File: src/rtl/pc_unit.sv
// pc_unit -- fetch-stage program counter.
//
// Holds the instruction-fetch address and picks the next PC at each rising
// clock edge. Highest priority first:
//   1. exception entry
//   2. return from exception
//   3. branch redirect
//   4. buffered redirect
//   5. sequential step
// A branch that arrives while fetch is stalled is stored, and it is applied
// on the first cycle the stall releases. All outputs are registered.
//
// Ports:
//   Clk        in   clock; all state updates on the rising edge
//   Reset      in   synchronous, active-low reset
//   En         in   advance enable; 0 = fetch stall, the PC holds
//   BrTaken    in   branch/jump redirect request from decode
//   BrTarget   in   [WIDTH] redirect target
//   Exc        in   exception flush request
//   Eret       in   return-from-exception request
//   Epc        in   [WIDTH] return address used by Eret
//   PC         out  [WIDTH] current fetch address
//   PcMisalign out  1 when the low ALIGN bits of PC are not zero
//   RedirPend  out  a buffered branch redirect is waiting
module pc_unit #(
    parameter int unsigned WIDTH     = 32,
    parameter logic [31:0] RESET_VEC = 32'h0000_3000,
    parameter logic [31:0] EXC_VEC   = 32'h0000_4180,
    parameter int unsigned ALIGN     = 2,
    parameter int unsigned STEP      = 4
) (
    input  logic             Clk,
    input  logic             Reset,
    input  logic             En,
    input  logic             BrTaken,
    input  logic [WIDTH-1:0] BrTarget,
    input  logic             Exc,
    input  logic             Eret,
    input  logic [WIDTH-1:0] Epc,
    output logic [WIDTH-1:0] PC,
    output logic             PcMisalign,
    output logic             RedirPend
);

    localparam logic [WIDTH-1:0] RST_PC   = WIDTH'(RESET_VEC);
    localparam logic [WIDTH-1:0] EXC_PC   = WIDTH'(EXC_VEC);
    localparam logic [WIDTH-1:0] STEP_INC = WIDTH'(STEP);
    localparam logic             RST_MIS  = |RST_PC[ALIGN-1:0];

    logic [WIDTH-1:0] pc_q,    pc_d;
    logic [WIDTH-1:0] pend_q,  pend_d;
    logic             redir_q, redir_d;
    logic             mis_q,   mis_d;

    always_comb begin
        pc_d    = pc_q;
        pend_d  = pend_q;
        redir_d = redir_q;

        if (Exc) begin
            pc_d    = EXC_PC;
            redir_d = 1'b0;
        end else if (Eret) begin
            pc_d    = Epc;
            redir_d = 1'b0;
        end else if (BrTaken) begin
            if (En) begin
                pc_d    = BrTarget;
                redir_d = 1'b0;
            end else begin
                // The stall freezes the PC. Buffer the target, and let the
                // newest branch replace any older one.
                pend_d  = BrTarget;
                redir_d = 1'b1;
            end
        end else if (En) begin
            if (redir_q) begin
                pc_d    = pend_q;
                redir_d = 1'b0;
            end else begin
                pc_d = pc_q + STEP_INC;
            end
        end

        // The PC is loaded even when misaligned. The fault is only flagged.
        mis_d = |pc_d[ALIGN-1:0];
    end

    always_ff @(posedge Clk) begin
        if (!Reset) begin
            pc_q    <= RST_PC;
            pend_q  <= '0;
            redir_q <= 1'b0;
            mis_q   <= RST_MIS;
        end else begin
            pc_q    <= pc_d;
            pend_q  <= pend_d;
            redir_q <= redir_d;
            mis_q   <= mis_d;
        end
    end

    assign PC         = pc_q;
    assign PcMisalign = mis_q;
    assign RedirPend  = redir_q;

endmodule

File: config.mk
export PLATFORM = sky130hd
export DESIGN_NAME = pc_unit
export DESIGN_NICKNAME = d
export VERILOG_FILES = /design/src/rtl/pc_unit.sv
export SDC_FILE = /design/constraint.sdc
export NUM_CORES = 1
export LEC_CHECK = 0
export CORE_MARGIN = 2
export CORE_UTILIZATION = 49
export DETAILED_ROUTE_END_ITERATION = 10
export PLACE_DENSITY_LB_ADDON = 0.3
export SLEW_MARGIN = 20
export SYNTH_ARGS = -nofsm -noshare
export SYNTH_HDL_FRONTEND = slang
export SYNTH_SLANG_ARGS = --single-unit
File: constraint.sdc
create_clock -name Clk -period 2.2 [get_ports Clk]
set_clock_uncertainty 0.2 [all_clocks]
set_input_delay 0.44 -clock Clk [delete_from_list [all_inputs] [get_ports Clk]]
set_output_delay 0.44 -clock Clk [all_outputs]
set_load 0.02 [all_outputs]
==> results of run 1 <==
-- report_power, final --
part	leakage, nW	switching, W	internal (W)
clock	0.0990	0.000503	0.000520
combinational	1.24	0.000310	0.000315
sequential	0.541	0.0000421	0.00124
-- registers in the layout (all words and copies together) (netlist names) --
register / flops
RedirPend: 1
pend_q: 32
PC: 32
PcMisalign: 1
-- stage by stage --
stage	instances	cell area, um^2	setup slack, ns
6_report	772	5528	0.02112
5_1_grt	772	5528	0.007158
4_1_cts	772	5512	0.02517
3_5_place_dp	756	5310	-0.2241
3_3_place_gp	756	5310	-0.1860
2_1_floorplan	533	3847	0.01149
-- placed cells by master, fill, tap and decap left out, types with 7 or more instances in the layout --
cell and n:
o21ai_0 35, nor2_1 21, dfxtp_1 59, xor2_1 8, nand2b_1 9, nand3_1 31, o22ai_1 15, nand4_1 7
clkdlybuf4s50_1 101, nor4_1 13, a21oi_1 68, nor3_1 16, dfxtp_2 7, clkbuf_8 9, nand2_1 100, xnor2_1 8
a311oi_1 8, o221ai_1 8, buf_4 62
-- layout make-up --
type / count / area, um^2
Clock buffer: 9 / 123.9
Clock inverter: 7 / 70.07
Fill cell: 641 / 2120
Inverter: 7 / 26.28
Multi-Input combinational cell: 415 / 2344
Sequential cell: 66 / 1330
Tap cell: 102 / 127.6
Timing Repair Buffer: 166 / 1506
-- timing repair --
action / 4_1_cts / 5_1_grt
endpoints found under the setup margin: 2 / 6
resized for setup: 2 / 6
pin swaps: 0 / 0
-- logic make-up after synthesis --
| kind of cell | share of synthesized area [%] |
|---|---|
| XOR/XNOR | 3.646 |
| multiplexers | 1.563 |
| adder cells (fa/ha/maj) | 0.3255 |
| AO/OA/AOI/OAI | 25.78 |
| AND/OR/NAND/NOR | 29.00 |
| flip-flops | 34.38 |
| buffers and inverters | 5.306 |
-- per-layer routing --
| layer | track usage, % | up-vias |
|---|---|---|
| li1 | - | 2196 |
| met1 | 39.30 | 2168 |
| met2 | 53.22 | 271 |
| met3 | 5.126 | 43 |
| met4 | 16.67 | 0 |
| met5 | 0 | - |
-- worst paths after layout --
check              from          to  slack, ns  cells after the start
max              PC[23]      PC[23]       0.02                      1
min                Eret   RedirPend       0.20                      2
max reg2reg       PC[2]      PC[22]       0.13                      7
min reg2reg  pend_q[10]  pend_q[10]       0.26                      2
==> results.md, run 1 <==
- Total track usage: 31.82%
- Metal-1 WL: 5438 um
- Hold Path Class: in2reg
- Status: complete, no violations
- CTS max path bufs: 2
- Area leader, netlist: dfxtp_1
- Count leader, synth: nand2_1
- GR Overflow Total: 0
- Util after Layout: 72.28%
- P&R area growth vs syn: 43.82%
- Post-route minimum period: 2.179 ns
- PwrDens: 530.2 mW/mm^2
- Avg Cell Area, Syn: 7.211 um^2
- CP Data Required Time: 1.56 ns
- Crit-path max FO: 8
- # diodes: 0
- Worst Setup End Kind: primary output
- Worst-Margin Slew: 0.4252 ns
- Clk sinks: 66
- Synth Instances: 533
- Synth Register Bits: 66
- DR pass1 iterations: 5
- Fmax: 459.0 MHz
- Top-level I/O count: 104
- CP peak stage delay: 0.67 ns
- Layout Nets: 736
- Worst path slowest cell: clkdlybuf4s50_1
- Setup TNS: 0 ns
- Die W: 92.57 um
- Residual DRC count: 0
- Hold Slack: 0.2026 ns
- Root Buffer: clkbuf_8
- Period Utilization, post-route: 99.04%
- Worst-path clk slew: 0.08 ns
- Met2 routed WL: 6488 um
- Die Ht: 92.57 um
- Core area: 0.007647 mm^2
- Routed length per instance: 17.59 um
- Fraction of layout instances using a drive strength above 1: 15.07%
- Cts hold-fix bufs: 0
- CTS H-tree lvls: 3
- Number of flops mapped to enable cells by yosys: 0
- Initial antenna violation count: 0
- Main area contributors after synthesis: dfxtp_1 34%, nand2_1 9.8%, a21oi_1 8.9%, o21ai_0 4.6%, nand3_1 4.0%
- WP buf/inv: 1
- Pleak: 1.879 nW
- Dpl hpwl: 9827 um
- Synth cell types: 53
- DRT iter0 DRCs: 370
- Asr flop ratio synth: 0%
- WS Path Type: reg2out
- Post-synth top area share: 34.38%
- MaxCap Viol Count: 0
- Final-report setup violation count: 0
- CTS tree: done
- Tot Pwr: 0.002931 W
- IO Port Bufs: 103
- WL final: 13580 um
- Post-Syn Area: 0.003844 mm^2
- Die Area: 0.008568 mm^2
- Syn nets: 604
- Worst IR Drop VDD: 342.0 uV
- Via Count: 4678
- Top_reg_cell synth: dfxtp_1
- Number of setup buffers added after CTS: 0
- Clock Latency Late Sink: 0.36 ns
- Arr. time, crit path: 1.54 ns
- Slew Viols, Final: 0
- First-pass GRT wire length: 21600 um
- Post-route ant nets: 0
- Vias in the first global route: 4489
- CTS buffer count: 9
- DR top layer: met4
- Crit path max-delay family: buffers and inverters
- Largest net degree at the start of global routing: 32
- Rel. slew slack: 71.42%
- Row count: 32
- Synth warn: 0
- RSZ-0062 raised after global routing: no
- Routability cong.: 0.9457
- Crit-path cells: clkdlybuf4s50_1
- Worst setup SP type: flip-flop
- Post-synth top cells: 100 x nand2_1, 68 x a21oi_1, 66 x dfxtp_1, 38 x clkbuf_1, 35 x o21ai_0
- Routed wl met3: 1222 um
- Sequential area share after synthesis: 34.38%
- Initial Util: 50.26%
- Vias per Instance: 6.060
- Final hold vios: 0
Power figures use the tool's default switching activity.
==> run 2, diff against run 1 <==
--- a/config.mk
+++ b/config.mk
@@ -5,7 +5,8 @@
 export SDC_FILE = /design/constraint.sdc
 export NUM_CORES = 1
 export LEC_CHECK = 0
-export CORE_MARGIN = 2
+export CORE_ASPECT_RATIO = 0.8
+export CORE_MARGIN = 5
 export CORE_UTILIZATION = 49
 export DETAILED_ROUTE_END_ITERATION = 10
 export PLACE_DENSITY_LB_ADDON = 0.3
==> run 2 against run 1 <==
Effect of this change:
- first-iteration DRC count is 55% higher
- highest routed layer unchanged
- sequential share of layout area rose by 0.087 points
- die area is 14% higher
- core utilization is 0.84 points higher
- final cell count grew 0.39%
- hold slack better by 0.051 ns
- flip-flop and latch count unchanged
- power down 5.0%
- global-route usage fell by 1.5 points
==> results.md, run 2 (same netlist as run 1, synthesis figures left out) <==
- Worst Slack Setup Final: 0.06300 ns (+0.04189 ns)
- Dpl ws: -0.1676 ns (+0.05643 ns)
- Crit path max-delay family: buffers and inverters
- Switching power: 0.0008270 W (-3.3%)
- Crit-path cells: buf_4 > clkdlybuf4s50_1
- Commonest non-fill, non-tap cell in the layout: clkdlybuf4s50_1
- Combinational Power Share: 22.8% (+1.5 points)
- Sw frac: 29.70% (+0.51 points)
- Final hold vios: 0 (unchanged)
- Fmax: 467.9 MHz (+2.0%)
- DP Area: 0.005334 mm^2 (+0.45%)
- P_int: 0.001957 W (-5.7%)
- Post-route ant nets: 0 (unchanged)
- Residual DRC count: 0 (unchanged)
- Worst setup SP type: flip-flop
- First-pass GRT wire length: 23160 um (+7.2%)
- Rel. slew slack: 64.51% (-6.9 points)
- Reg2reg start: PC[11]
- P&R area growth vs syn: 43.29%
- Hold Slack: 0.2532 ns (+0.05066 ns)
- FILL cells: 591 (-7.8%)
- Sequential Power Share: 46.2% (+2.4 points)
- RSZ-0062 raised after global routing: no
- WS Path Type: reg2out
- Clk sinks: 66 (unchanged)
- DR pass1 iterations: 7 (+2)
- Period Utilization, post-route: 97.14% (-1.9 points)
- Status: complete, no violations
- Pleak: 1.869 nW (-0.54%)
- Worst path depth: 2 (+1)
- CTS max path bufs: 2 (unchanged)
- Vias in the first global route: 4634 (+3.2%)
- Top-level I/O count: 104 (unchanged)
- WP buf/inv: 2 (+1)
- IO Port Bufs: 103 (unchanged)
- # diodes: 0 (unchanged)
- Reg-to-Reg End: PC[26]
- Worst r2r path cells: 5 (-2)
- Crit path capture: PC[13]
- Routed length per instance: 18.90 um (+7.4%)
- Dpl hpwl: 10640 um (+8.3%)
- Clock power share: 31.0% (-3.9 points)
- Routability cong.: 0.8815 (-6.8%)
- Worst-Margin Slew: 0.5268 ns (+0.1016 ns)
- CP Data Required Time: 1.56 ns (about the same)
- Util after Layout: 73.12% (+0.84 points)
- Area occupied by multi-input gates: 0.002337 mm^2 (-0.27%)
- Clock Latency Late Sink: 0.35 ns (about the same)
- Worst-path clk slew: 0.08 ns (about the same)
- Post-route minimum period: 2.137 ns (-0.04189 ns)
- Via Count: 4849 (+3.7%)
- Slew Viols, Final: 0 (unchanged)
- DRT iter0 DRCs: 574 (+55%)
- CP peak stage delay: 0.61 ns (-0.06 ns)
- Arr. time, crit path: 1.50 ns (-0.04 ns)
- Layout Nets: 737 (+0.14%)
- Initial antenna violation count: 0 (unchanged)
- Hold Path Class: reg2reg
- Root Buffer: clkbuf_8
- Fraction of layout instances using a drive strength above 1: 14.33% (-0.75 points)
- PwrDens: 505.5 mW/mm^2 (-4.7%)
- Core area: 0.007532 mm^2 (-1.5%)
- Cts hold-fix bufs: 0 (unchanged)
- CTS H-tree lvls: 3 (unchanged)
- Commonest non-fill, non-tap cells in the layout: 101 x clkdlybuf4s50_1, 100 x nand2_1, 68 x a21oi_1
- Die W: 109.0 um (+18%)
- Final Cell Area: 0.005508 mm^2 (-0.36%)
- WL final: 14650 um (+7.9%)
- Reg2Reg Setup Slack: 0.07 ns (-0.06 ns)
- Crit-path max FO: 4 (-4)
- CTS tree: done
- Crit. Startpoint: PC[13]
- Worst Setup End Kind: primary output
- Die Area: 0.009726 mm^2 (+14%)
- Worst path slowest cell: clkdlybuf4s50_1
- Vias per Instance: 6.257 (+3.3%)
- Total track usage: 30.35% (-1.5 points)
- MaxCap Viol Count: 0 (unchanged)
- CTS buffer count: 9 (unchanged)
- Die Ht: 89.22 um (-3.6%)
- Final-report setup violation count: 0 (unchanged)
- Worst IR Drop VDD: 305.1 uV (-11%)
- Largest net degree at the start of global routing: 28 (-13%)
- Storage element area: 0.001330 mm^2 (unchanged)
- GR Overflow Total: 0 (unchanged)
- Row count: 28 (-13%)
- Initial Util: 51.03% (+0.77 points)
- Number of setup buffers added after CTS: 0 (unchanged)
## run 2: worst min-delay path: stages, from the launching register on
cell and delay (ns):
dfxtp_1 0.31, nand2_1 0.05, a21oi_1 0.05
## run 2: final cells by class
cell class	instances	area share [%]
Sequential cell	66	24.15
Clock buffer	12	2.453
Inverter	7	0.4771
Timing Repair Buffer	167	27.78
Multi-Input combinational cell	415	42.44
Tap cell	105	2.385
Clock inverter	3	0.3180
## run 2: how the worst min path moves through the flow
stage          depth (start not counted)         end        from  slack, ns
2_1_floorplan                          2  pend_q[21]  pend_q[21]       0.23
3_3_place_gp                           2  pend_q[21]  pend_q[21]       0.24
3_5_place_dp                           2   pend_q[6]   pend_q[6]       0.25
4_1_cts                                2   pend_q[6]   pend_q[6]       0.26
5_1_grt                                2  pend_q[16]  pend_q[16]       0.27
6_report                               2   pend_q[6]   pend_q[6]       0.25
## run 2: metrics by stage
step	power (W)	setup TNS, ns	cells
3_5_place_dp	0.001927	-4.321	760
2_1_floorplan	0.001577	0	533
4_1_cts	0.002762	0	775
5_1_grt	0.002877	0	775
3_3_place_gp	0.001913	-1.072	760
6_report	0.002784	0	775
## run 2: repair_timing
| item | CTS | global route |
|---|---|---|
| gates resized for setup | 2 | 5 |
| endpoints found under the hold margin | 0 | 0 |
| pin swaps | 0 | 1 |
| endpoints found under the setup margin | 2 | 7 |
## run 2: metal layers
layer,vias to the layer above,part of all wire [%],GRT usage [%]
li1,2200,-,-
met1,2226,40,40.21
met2,375,45,49.28
met3,48,13,7.220
met4,0,2.3,9.404
met5,-,0,0
## run 2: power groups by stage
stage	Sequential (W)	Clock, W	Combinational (W)
6_report	0.00129	0.000862	0.000635
5_1_grt	0.00129	0.000915	0.000672
4_1_cts	0.00128	0.000856	0.000623
3_5_place_dp	0.00131	0	0.000617
3_3_place_gp	0.00131	0	0.000606
2_1_floorplan	0.00135	0	0.000226
==> run 3, diff against run 2 <==
--- a/config.mk
+++ b/config.mk
@@ -7,8 +7,10 @@
 export LEC_CHECK = 0
 export CORE_ASPECT_RATIO = 0.8
 export CORE_MARGIN = 5
-export CORE_UTILIZATION = 49
+export CORE_UTILIZATION = 60
 export DETAILED_ROUTE_END_ITERATION = 10
+export DONT_BUFFER_PORTS = 1
+export GPL_ROUTABILITY_DRIVEN = 0
 export PLACE_DENSITY_LB_ADDON = 0.3
 export SLEW_MARGIN = 20
 export SYNTH_ARGS = -nofsm -noshare
==> constraint.sdc (replaced) <==
create_clock -name Clk -period 2 [get_ports Clk]
set_clock_uncertainty 0.2 [all_clocks]
set_input_delay 0.4 -clock Clk [delete_from_list [all_inputs] [get_ports Clk]]
set_output_delay 0.4 -clock Clk [all_outputs]
set_load 0.02 [all_outputs]
==> run 3 against run 2 <==
Effect of this change:
- the flow now finishes with violations (negative setup slack)
- clock power up 30%
- flip-flop and latch count unchanged
- routed wire length up 4.5%
- hold slack worse by 0.23 ns
- count of clock-buffer cells in the layout unchanged
- worst setup slack worse by 0.16 ns
- largest cell class unchanged
- largest power group unchanged
==> results.md, run 3 (same netlist as run 1, synthesis figures left out) <==
- PwrDens: 609.9 mW/mm^2 (+21%)
- Final-report setup violation count: 2 (+2)
- Clock Latency Late Sink: 0.35 ns (about the same)
- WL final: 15310 um (+4.5%)
- Residual DRC count: 0 (unchanged)
- Period Utilization, post-route: 104.9%
- Placed Cells incl. Taps: 625 (-18%)
- Dpl hpwl: 9305 um (-13%)
- Core area: 0.006311 mm^2 (-16%)
- Reg2Reg Setup Slack: -0.1 ns (-0.17 ns)
- Post-route ant nets: 0 (unchanged)
- Die Area: 0.008117 mm^2 (-17%)
- Worst path slowest cell: dfxtp_4
- Largest net degree at the start of global routing: 60 (+110%)
- Final hold vios: 0 (unchanged)
- Arr. time, crit path: 2.15 ns (+0.65 ns)
- Hold Path Class: in2reg
- Rel. slew slack: 67.85% (+3.3 points)
- Worst r2r path cells: 7 (+2)
- CP peak stage delay: 0.37 ns (-0.24 ns)
- Clk sinks: 66 (unchanged)
- Initial Util: 60.90% (+9.9 points)
- IO Port Bufs: 0 (-100%)
- CTS max path bufs: 2 (unchanged)
- MaxCap Viol Count: 0 (unchanged)
- Via Count: 4789 (-1.2%)
- CTS H-tree lvls: 3 (unchanged)
- Routed length per instance: 22.45 um (+19%)
- Vias per Instance: 7.022 (+12%)
- WS Path Type: reg2reg
- Final Cell Area: 0.004954 mm^2 (-10%)
- FILL cells: 448 (-24%)
- Post-route minimum period: 2.098 ns
- Dpl ws: -0.007593 ns (+0.1601 ns)
- Worst setup SP type: flip-flop
- Hold EP: PC[4]
- Root Buffer: clkbuf_8
- Row count: 26 (-7.1%)
- Worst-Margin Slew: 0.4779 ns (-0.04897 ns)
- Reg2reg start: PC[2]
- Status: finished with violations
- Reg-to-Reg End: PC[22]
- P&R area growth vs syn: 28.87%
- GR Overflow Total: 0 (unchanged)
- Die Ht: 81.59 um (-8.5%)
- Initial antenna violation count: 0 (unchanged)
- Slew Viols, Final: 0 (unchanged)
- Crit-path cells: ha_2 > nand4_1 > nor4_4 > buf_4 > nor3b_2 > o31ai_1 > a21oi_1
- Failing checks: negative setup slack
- Cell Count, Final, Fillers Out: 682 (-12%)
- Fmax: 476.6 MHz
- DR pass1 iterations: 6 (-1)
- DP Area: 0.004245 mm^2 (-20%)
- CTS buffer count: 9 (unchanged)
- Hold Slack: 0.02059 ns (-0.2326 ns)
- Total track usage: 35.47% (+5.1 points)
- Worst IR Drop VDD: 420.5 uV (+38%)
- Layout Nets: 665 (-9.8%)
- DRT iter0 DRCs: 743 (+29%)
- Commonest non-fill, non-tap cells in the layout: 100 x nand2_1, 68 x a21oi_1, 52 x buf_4
- CTS tree: done
- WHS Path Cells: 2 (unchanged)
- Tot Pwr: 0.003021 W (+8.5%)
- Top-level I/O count: 104 (unchanged)
- Pleak: 1.706 nW (-8.7%)
- RSZ-0062 raised after global routing: yes
- Commonest non-fill, non-tap cell in the layout: nand2_1
- First-pass GRT wire length: 22660 um (-2.2%)
- Worst Slack Setup Final: -0.09831 ns (-0.1613 ns)
- Worst Setup End Kind: flip-flop
- Vias in the first global route: 4519 (-2.5%)
- Fraction of layout instances using a drive strength above 1: 18.39% (+4.1 points)
- Crit-path max FO: 5 (+1)
- Die W: 99.49 um (-8.7%)
- Worst-path clk slew: 0.07 ns (about the same)
- CP Data Required Time: 2.05 ns (+0.49 ns)
- # diodes: 0 (unchanged)
- Hold Path Origin: Epc[4]
[run 3: report_power, final]
| group | total, W | switching [W] | leakage (nW) | internal, W |
|---|---|---|---|---|
| clock network | 0.00112 | 0.000518 | 0.0962 | 0.000600 |
| registers | 0.00142 | 0.0000565 | 0.549 | 0.00136 |
| logic | 0.000488 | 0.000273 | 1.06 | 0.000215 |
[run 3: routing by layer]
layer  share of wire, %  routed length (um)  global-route usage [%]
met1                 36                5510                   44.28
met2                 44                6729                   55.83
met3                 15                2309                   10.95
met4                5.0                 763                   17.87
met5                  0                   0                       0
[run 3: through the flow]
step	utilization (%)	setup TNS, ns
floorplan	-	-0.06936
global placement	67.27	0
detailed placement	67.27	-0.007593
CTS	76.59	0
global route	78.49	-0.3390
finish	78.49	-0.09872
[run 3: layout make-up]
cell class                      count  area [um^2]  area share (%)
Multi-Input combinational cell    415         2420           48.85
Clock buffer                       12        145.1           2.930
Timing Repair Buffer               95        842.1           17.00
Clock inverter                      3        40.04          0.8083
Sequential cell                    66         1375           27.76
Tap cell                           84        105.1           2.122
Inverter                            7        26.28          0.5304
[run 3: worst max path at each step]
stage,start,to,slack (ns),depth (start not counted)
after detailed placement,PC[2],PC[22],-0.008,7
after CTS,PC[17],PC[26],0.04,5
after floorplan,PC[12],PC[28],-0.02,6
after global placement,PC[17],PC[24],0.09,5
final,PC[2],PC[22],-0.1,7
after global routing,PC[2],PC[22],-0.11,7
[run 3: critical path: cells and delay by family (launching register included)]
| kind | cells | cell delay, ns |
|---|---|---|
| AOI/OAI and AO/OA | 2 | 0.32 |
| adders and majority gates | 1 | 0.19 |
| buffers and inverters | 1 | 0.18 |
| DFF | 1 | 0.37 |
| and+or+nand+nor | 3 | 0.75 |
[run 3: repair_timing]
action,in CTS,in global routing
resized for setup,2,19
endpoints found under the setup margin,2,12
endpoints found under the hold margin,38,0
gates cloned,0,2
setup buffers,0,1
pin swaps,0,5
hold buffers,39,0
